File: config.mk
export PLATFORM = sky130hd
export DESIGN_NAME = csr_req_ctrl
export DESIGN_NICKNAME = d
export VERILOG_FILES = /design/src/rtl/csr_pkg.sv /design/src/rtl/csr_op_decode.sv /design/src/rtl/csr_req_ctrl.sv
export SDC_FILE = /design/constraint.sdc
export NUM_CORES = 1
export LEC_CHECK = 0
export ABC_AREA = 1
export CORE_ASPECT_RATIO = 0.9
export CORE_UTILIZATION = 30
export CTS_CLUSTER_DIAMETER = 200
export DETAILED_ROUTE_END_ITERATION = 10
export MAX_ROUTING_LAYER = met4
export PLACE_DENSITY = 0.72
export SYNTH_ARGS = -nofsm -noshare
export SYNTH_HDL_FRONTEND = slang
export SYNTH_SLANG_ARGS = --single-unit
File: constraint.sdc
create_clock -name clk -period 6.5 [get_ports clk]
set_input_delay 1.625 -clock clk [delete_from_list [all_inputs] [get_ports clk]]
set_output_delay 1.625 -clock clk [all_outputs]
set_load 0.01 [all_outputs]
File: src/rtl/csr_pkg.sv
// -----------------------------------------------------------------------------
// csr_pkg
// Shared definitions for the CSR request sequencer:
//   - state_e          : sequencer FSM states
//   - CSRRW..CSRRCI    : funct3 encodings of the Zicsr instructions
//   - CSR_OP_R/CSR_OP_W: bit positions inside the 2-bit bus op
//   - CSR_ADDR_RO      : csr_addr[11:10] value marking a read-only CSR
// -----------------------------------------------------------------------------
package csr_pkg;

    typedef enum logic [1:0] {
        ST_IDLE  = 2'd0,
        ST_ISSUE = 2'd1,
        ST_WAIT  = 2'd2,
        ST_RESP  = 2'd3
    } state_e;

    localparam logic [2:0] CSRRW  = 3'b001;
    localparam logic [2:0] CSRRS  = 3'b010;
    localparam logic [2:0] CSRRC  = 3'b011;
    localparam logic [2:0] CSRRWI = 3'b101;
    localparam logic [2:0] CSRRSI = 3'b110;
    localparam logic [2:0] CSRRCI = 3'b111;

    localparam int CSR_OP_R = 1;
    localparam int CSR_OP_W = 0;

    localparam logic [1:0] CSR_ADDR_RO = 2'b11;

endpackage

File: src/rtl/csr_op_decode.sv
// -----------------------------------------------------------------------------
// csr_op_decode
// Combinational decode of a CSR instruction into the bus R/W op.
// Ports:
//   funct3_lo_i  in  2  funct3[1:0] (bit 2 only selects reg/imm source)
//   rd_idx_i     in  5  destination register
//   rs1_idx_i    in  5  rs1 index / uimm
//   addr_hi_i    in  2  csr_addr[11:10] (access-permission field)
//   op_o         out 2  [CSR_OP_R]=read, [CSR_OP_W]=write
//   illegal_o    out 1  illegal-instruction
// -----------------------------------------------------------------------------
module csr_op_decode
    import csr_pkg::*;
(
    input  logic [1:0] funct3_lo_i,
    input  logic [4:0] rd_idx_i,
    input  logic [4:0] rs1_idx_i,
    input  logic [1:0] addr_hi_i,
    output logic [1:0] op_o,
    output logic       illegal_o
);

    always_comb begin
        op_o = 2'b00;
        case (funct3_lo_i)
            CSRRW[1:0]: begin
                // CSRRW with rd=x0 must not read (no side effects of a read)
                op_o[CSR_OP_W] = 1'b1;
                op_o[CSR_OP_R] = (rd_idx_i != 5'd0);
            end
            CSRRS[1:0], CSRRC[1:0]: begin
                // set/clear with rs1/uimm=0 is a pure read
                op_o[CSR_OP_R] = 1'b1;
                op_o[CSR_OP_W] = (rs1_idx_i != 5'd0);
            end
            default: op_o = 2'b00;
        endcase
        illegal_o = (funct3_lo_i == 2'b00) ||
                    (op_o[CSR_OP_W] && (addr_hi_i == CSR_ADDR_RO));
    end

endmodule

File: src/rtl/csr_req_ctrl.sv
// -----------------------------------------------------------------------------
// csr_req_ctrl
// Upstream request sequencer for the CSR bus. Takes one CSR instruction at a
// time from the core, decodes it into a bus R/W op, presents the access to the
// CSR bus (held stable until the addressed unit answers) and returns the old
// CSR value / exception to writeback.
//
// Optional feature: define CSR_REQ_TIMEOUT_EN to abort an access that gets no
// csr_rvalid within TIMEOUT_CYC cycles of ISSUE+WAIT (raises rsp_exc). Without
// it the sequencer waits indefinitely for csr_rvalid or rst.
//
// Ports:
//   clk, rst                    clock, synchronous active-high reset
//   req_valid/req_ready         core request handshake
//   req_funct3, req_csr_addr,
//   req_rs1_idx, req_rs1_val,
//   req_rd_idx                  instruction fields captured at accept
//   rsp_valid/rsp_ready         writeback handshake
//   rsp_rdata, rsp_rd_idx,
//   rsp_rd_wen, rsp_exc         writeback payload
//   csr_op, csr_funct3, csr_imm,
//   rs1_val, csr_addr           bus access fields (zero outside ISSUE/WAIT)
//   csr_valid                   one-cycle access strobe (ISSUE)
//   csr_rrsp                    ack of csr_rvalid
//   csr_rdata, csr_rvalid,
//   csr_reg_rsp                 bus response (reg_rsp=1 -> exception)
// -----------------------------------------------------------------------------
module csr_req_ctrl
    import csr_pkg::*;
#(
    parameter int ADDR_WIDTH  = 32,
    parameter int REG_WIDTH   = 32,
    parameter int TIMEOUT_CYC = 16
) (
    input  logic                  clk,
    input  logic                  rst,
    input  logic                  req_valid,
    output logic                  req_ready,
    input  logic [2:0]            req_funct3,
    input  logic [ADDR_WIDTH-1:0] req_csr_addr,
    input  logic [4:0]            req_rs1_idx,
    input  logic [REG_WIDTH-1:0]  req_rs1_val,
    input  logic [4:0]            req_rd_idx,
    output logic                  rsp_valid,
    input  logic                  rsp_ready,
    output logic [REG_WIDTH-1:0]  rsp_rdata,
    output logic [4:0]            rsp_rd_idx,
    output logic                  rsp_rd_wen,
    output logic                  rsp_exc,
    output logic [1:0]            csr_op,
    output logic [2:0]            csr_funct3,
    output logic [4:0]            csr_imm,
    output logic [REG_WIDTH-1:0]  rs1_val,
    output logic [ADDR_WIDTH-1:0] csr_addr,
    output logic                  csr_valid,
    output logic                  csr_rrsp,
    input  logic [ADDR_WIDTH-1:0] csr_rdata,
    input  logic                  csr_rvalid,
    input  logic                  csr_reg_rsp
);

    state_e                state_q, state_d;
    logic [1:0]            op_q;
    logic [2:0]            funct3_q;
    logic [4:0]            imm_q;
    logic [4:0]            rd_q;
    logic [REG_WIDTH-1:0]  rs1_val_q;
    logic [REG_WIDTH-1:0]  rdata_q;
    logic [ADDR_WIDTH-1:0] addr_q;
    logic                  exc_q;

    logic [1:0] dec_op;
    logic       dec_illegal;
    logic       accept;
    logic       bus_active;
    logic       rvalid_seen;
    logic       timeout;

    csr_op_decode u_decode (
        .funct3_lo_i (req_funct3[1:0]),
        .rd_idx_i    (req_rd_idx),
        .rs1_idx_i   (req_rs1_idx),
        .addr_hi_i   (req_csr_addr[11:10]),
        .op_o        (dec_op),
        .illegal_o   (dec_illegal)
    );

    assign accept      = (state_q == ST_IDLE) && req_valid;
    assign bus_active  = (state_q == ST_ISSUE) || (state_q == ST_WAIT);
    assign rvalid_seen = bus_active && csr_rvalid;

`ifdef CSR_REQ_TIMEOUT_EN
    localparam int CNT_W = $clog2(TIMEOUT_CYC + 1);
    logic [CNT_W-1:0] cnt_q, cnt_d;

    // Held at zero while idle, so it starts from zero on ISSUE entry.
    always_comb begin
        cnt_d = cnt_q;
        if (state_q == ST_IDLE) begin
            cnt_d = '0;
        end else if (bus_active) begin
            cnt_d = cnt_q + CNT_W'(1);
        end
    end

    always_ff @(posedge clk) begin
        if (rst) begin
            cnt_q <= '0;
        end else begin
            cnt_q <= cnt_d;
        end
    end

    // Last of TIMEOUT_CYC bus cycles without an answer.
    assign timeout = bus_active && (cnt_q == CNT_W'(TIMEOUT_CYC - 1));
`else
    assign timeout = 1'b0;
`endif

    // State register
    always_ff @(posedge clk) begin
        if (rst) begin
            state_q <= ST_IDLE;
        end else begin
            state_q <= state_d;
        end
    end

    // Next-state logic
    always_comb begin
        state_d = state_q;
        case (state_q)
            ST_IDLE:  if (req_valid) state_d = dec_illegal ? ST_RESP : ST_ISSUE;
            ST_ISSUE,
            ST_WAIT:  begin
                if (csr_rvalid || timeout) state_d = ST_RESP;
                else                       state_d = ST_WAIT;
            end
            ST_RESP:  if (rsp_ready) state_d = ST_IDLE;
            default:  state_d = ST_IDLE;
        endcase
    end

    // Payload registers: only observable through state-gated outputs, no reset needed.
    always_ff @(posedge clk) begin
        if (accept) begin
            op_q      <= dec_op;
            funct3_q  <= req_funct3;
            imm_q     <= req_rs1_idx;
            rd_q      <= req_rd_idx;
            rs1_val_q <= req_rs1_val;
            addr_q    <= req_csr_addr;
            exc_q     <= dec_illegal;
            rdata_q   <= '0;
        end else if (rvalid_seen) begin
            exc_q     <= csr_reg_rsp;
            rdata_q   <= csr_reg_rsp ? '0 : REG_WIDTH'(csr_rdata);
        end else if (timeout) begin
            exc_q     <= 1'b1;
            rdata_q   <= '0;
        end
    end

    // Output logic
    always_comb begin
        req_ready  = 1'b0;
        rsp_valid  = 1'b0;
        rsp_rdata  = '0;
        rsp_rd_idx = '0;
        rsp_rd_wen = 1'b0;
        rsp_exc    = 1'b0;
        csr_op     = '0;
        csr_funct3 = '0;
        csr_imm    = '0;
        rs1_val    = '0;
        csr_addr   = '0;
        csr_valid  = 1'b0;
        // Reset abandons the access, so it is not acknowledged either.
        csr_rrsp   = rvalid_seen && !rst;
        case (state_q)
            ST_IDLE: req_ready = 1'b1;
            ST_ISSUE,
            ST_WAIT: begin
                csr_valid  = (state_q == ST_ISSUE);
                csr_op     = op_q;
                csr_funct3 = funct3_q;
                csr_imm    = imm_q;
                rs1_val    = rs1_val_q;
                csr_addr   = addr_q;
            end
            ST_RESP: begin
                rsp_valid  = 1'b1;
                rsp_rdata  = rdata_q;
                rsp_rd_idx = rd_q;
                rsp_exc    = exc_q;
                rsp_rd_wen = op_q[CSR_OP_R] && !exc_q && (rd_q != 5'd0);
            end
            default: ;
        endcase
    end

endmodule

==> results.txt <==
The routed wire length is ~12 mm. The total overflow left after global routing is 0. The cell sitting at the root of the clock tree is a clkbuf_16. The antenna diode instance count is 0.

The total via count in the routed design came out at 3,917. The floorplan step defined a core boundary enclosing 15,500 um2. Relative to the synthesized area, the layout overhead comes to 63.3%.

Setup repair after global routing left no endpoint under its margin. STA classifies the critical path startpoint as an input port. In this run, CTS created clock tree buffers numbering 17.

The number of buffers inserted by hold repair at cts is 0. The filler cell count came out at ~1,500. Synthesis produced a netlist with a net count of 626.

The effective utilization at floorplan is a little under a third. The total clock sinks is ~110. Power spread over the standard cell area amounts to 452 nW/um2. Summing the sequential cell areas from Yosys gives between 60 and 70% of the chip area. The share of final-layout standard cells stronger than drive strength 1 is slightly below 8%. After clock tree synthesis, the clock-pin slew on the worst setup and hold paths is about 0.05 ns. The data arrival time of the critical path is 2.97 ns. The maximum number of pins on one net before global-route repair came out at 58.

In this run the count of I/O pins placed on the die edge is ~230. The worst setup path is of the in2out kind. For this run, the post-layout net count is roughly 860. The number of distinct standard cells referenced by the synthesized netlist came out at 22. For the pin with the worst max-slew slack, the measured transition is roughly 1.0 ns. The number of iterations in the first detailed-routing pass is 4.

In the finished design, the share of the clock period the worst path needs comes to 70.7%. The static leakage came out at 3.63 nW. TritonCTS built the clock tree. The number of hold violations in the final report was 0. The setup total negative slack is 0 ns. The placer congestion estimate came out at 0.735.

The run finished with clean final reports. The worst register-to-register path begins at state_q[0]. The synthesized design contains 114 register bits. The flip-flop and latch area is just over 3000 um2.

The worst-case vdd ir drop is between 0.2 and 0.25 mV. The deepest level of the CTS H-tree came out at 4. The initial antenna violation count came to 0. The count of buffers from port buffering came out at 231. The number of routed nets with antenna violations is 0. The largest fanout of any net on the critical path is 11. The post-CTS repair timing setup buffer count is 0. The required time at the endpoint of the critical path came out at approximately 4.9 ns. The number of max-capacitance violations reported came out at 0. The mean instance size in the synthesized netlist came out at approximately 9.5 um2.

The max-slew violation count is 0. After floorplanning, the core was divided into 43 placement rows. The post-cts gate resize count came out at 0. The number of DRC violations after detailed-routing iteration 0 is between 200 and 250. The worst setup path is captured at an output pin.

The routed design could run at a clock period as short as around 4.6 ns. In this run the most critical hold path is launched from rdata_q[17]. The insertion delay to the later sink of the worst-skew pair is roughly 0.40 ns.

The via count of the first global-routing pass was 3,636. The first global-routing pass estimated roughly 19 mm of wire. Detailed placement finished with a half-perimeter wire length of about 9 mm. The setup clock skew after layout came out at roughly 0.0053 ns. The multi-input combinational cell area came out at between 1000 and 1500 um2. The clock tree buffer depth is 2. The global router's overall resource usage came out at 15.5%. The die covers roughly 17,000 um2.

In the routed layout, each cell is associated on average with a via count of 4.11. The count of mapped cells out of synthesis is about 500. The start point of the critical path is csr_rvalid. The mapped netlist covers 4820 um2. The tightest hold margin is ~0.47 ns. In this run the worst hold path is classified as reg2reg. The width of the die came out at approximately 140 um. The remaining max-slew budget at the tightest pin came out at roughly 30%. The die boundary height is roughly 120 um. After detailed routing, the number of remaining DRC violations is 0.

The total number of yosys warnings is 0. The final number of setup-violating endpoints is 0. Derived from the worst setup path, the maximum achievable clock frequency is roughly 220 MHz.

The wire length per cell came out at 13.0 um.
[final timing paths]
check                  end  slack (ns)  cells after the start
min reg2reg    rdata_q[17]        0.47                      2
min            rdata_q[17]        0.47                      2
max               csr_rrsp        1.90                      4
max reg2reg  rs1_val_q[30]        3.57                      5
[routing by layer]
metal / vias to the layer above / GRT usage, % / share of wire (%)
met2: 151 / 24.2 / 46
met5: - / - / 0
li1: 2016 / - / -
met1: 1735 / 18.3 / 44
met4: 0 / 6.04 / 1.6
met3: 15 / 5.45 / 8.2
[cell usage in the layout (no fill, tap or decap)]
cell,synthesis,routed
clkinv_2,0,4
clkbuf_16,0,17
dfxtp_1,34,34
clkinv_4,0,2
nor3_1,1,1
nand2_4,1,1
o21ai_1,1,1
clkdlybuf4s50_1,0,231
nand3_1,34,34
bufinv_16,0,3
ha_1,3,2
nor4_1,1,1
buf_4,1,3
a21oi_2,19,19
a21oi_1,15,15
inv_1,124,124
o21ai_0,2,2
o22ai_1,1,1
edfxtp_1,80,80
ha_2,0,1
nand2_1,129,129
nor2_1,35,35
a31oi_1,1,1
inv_2,2,1
clkinv_1,0,2
nand2_2,2,2
clkinvlp_4,0,5
[final cells by class]
cell class                 instances  area share [%]
timing repair buffer             234            29.7
inverter                         126            6.03
clock buffer                      17            5.41
clock inverter                    15            2.13
sequential                       114            39.2
tap                              202            3.21
multi-input combinational        245            14.4
[critical path, cell delays in order]
cell	delay, ns
clkdlybuf4s50_1	0.47
nand2_2	0.17
nor2_1	0.16
clkdlybuf4s50_1	0.55
[Yosys cell counts, drive strengths merged]
library cell	instances	area, um2
a21oi	34	241
a31oi	1	6.26
buf	21	126
clkbuf	2	7.51
dfxtp	34	681
edfxtp	80	2400
ha	3	37.5
inv	126	473
nand2	132	508
nand3	34	170
nor2	35	131
nor3	1	5.00
nor4	1	6.26
o21ai	3	15.0
o22ai	1	6.26
[logic make-up after synthesis]
logic type      Yosys count  share of synthesized area, %
buf+inv                 149                          12.6
compound gates           39                          5.58
fa+ha+maj                 3                         0.779
flops                   114                          64.0
simple gates            203                          17.0
[sequential cells by signal (all words and copies together) (netlist names)]
signal	cells
funct3_q	3
addr_q	32
state_q	2
rs1_val_q	32
rd_q	5
rdata_q	32
op_q	2
imm_q	5
exc_q	1
[through the flow]
| step | util [%] | worst slack (ns) | cell area, um2 | instances | power (mW) |
|---|---|---|---|---|---|
| 6_report | 50.6 | 1.90 | 7870 | 953 | 3.56 |
| 5_1_grt | 50.6 | 1.73 | 7870 | 953 | 3.80 |
| 4_1_cts | 50.6 | 1.88 | 7870 | 953 | 3.62 |
| 3_5_place_dp | 46.8 | 1.88 | 7270 | 921 | 2.69 |
| 3_3_place_gp | 46.8 | 1.90 | 7270 | 921 | 2.66 |
| 2_1_floorplan | - | 2.91 | 4820 | 508 | 1.93 |
[report_power, final]
part	total, mW	internal (mW)	switching (mW)
Clock	0.918	0.597	0.321
Sequential	1.09	1.02	0.0701
Combinational	1.55	0.725	0.823
Total	3.56	2.34	1.21
No activity file was read; power rests on OpenSTA's default activity.
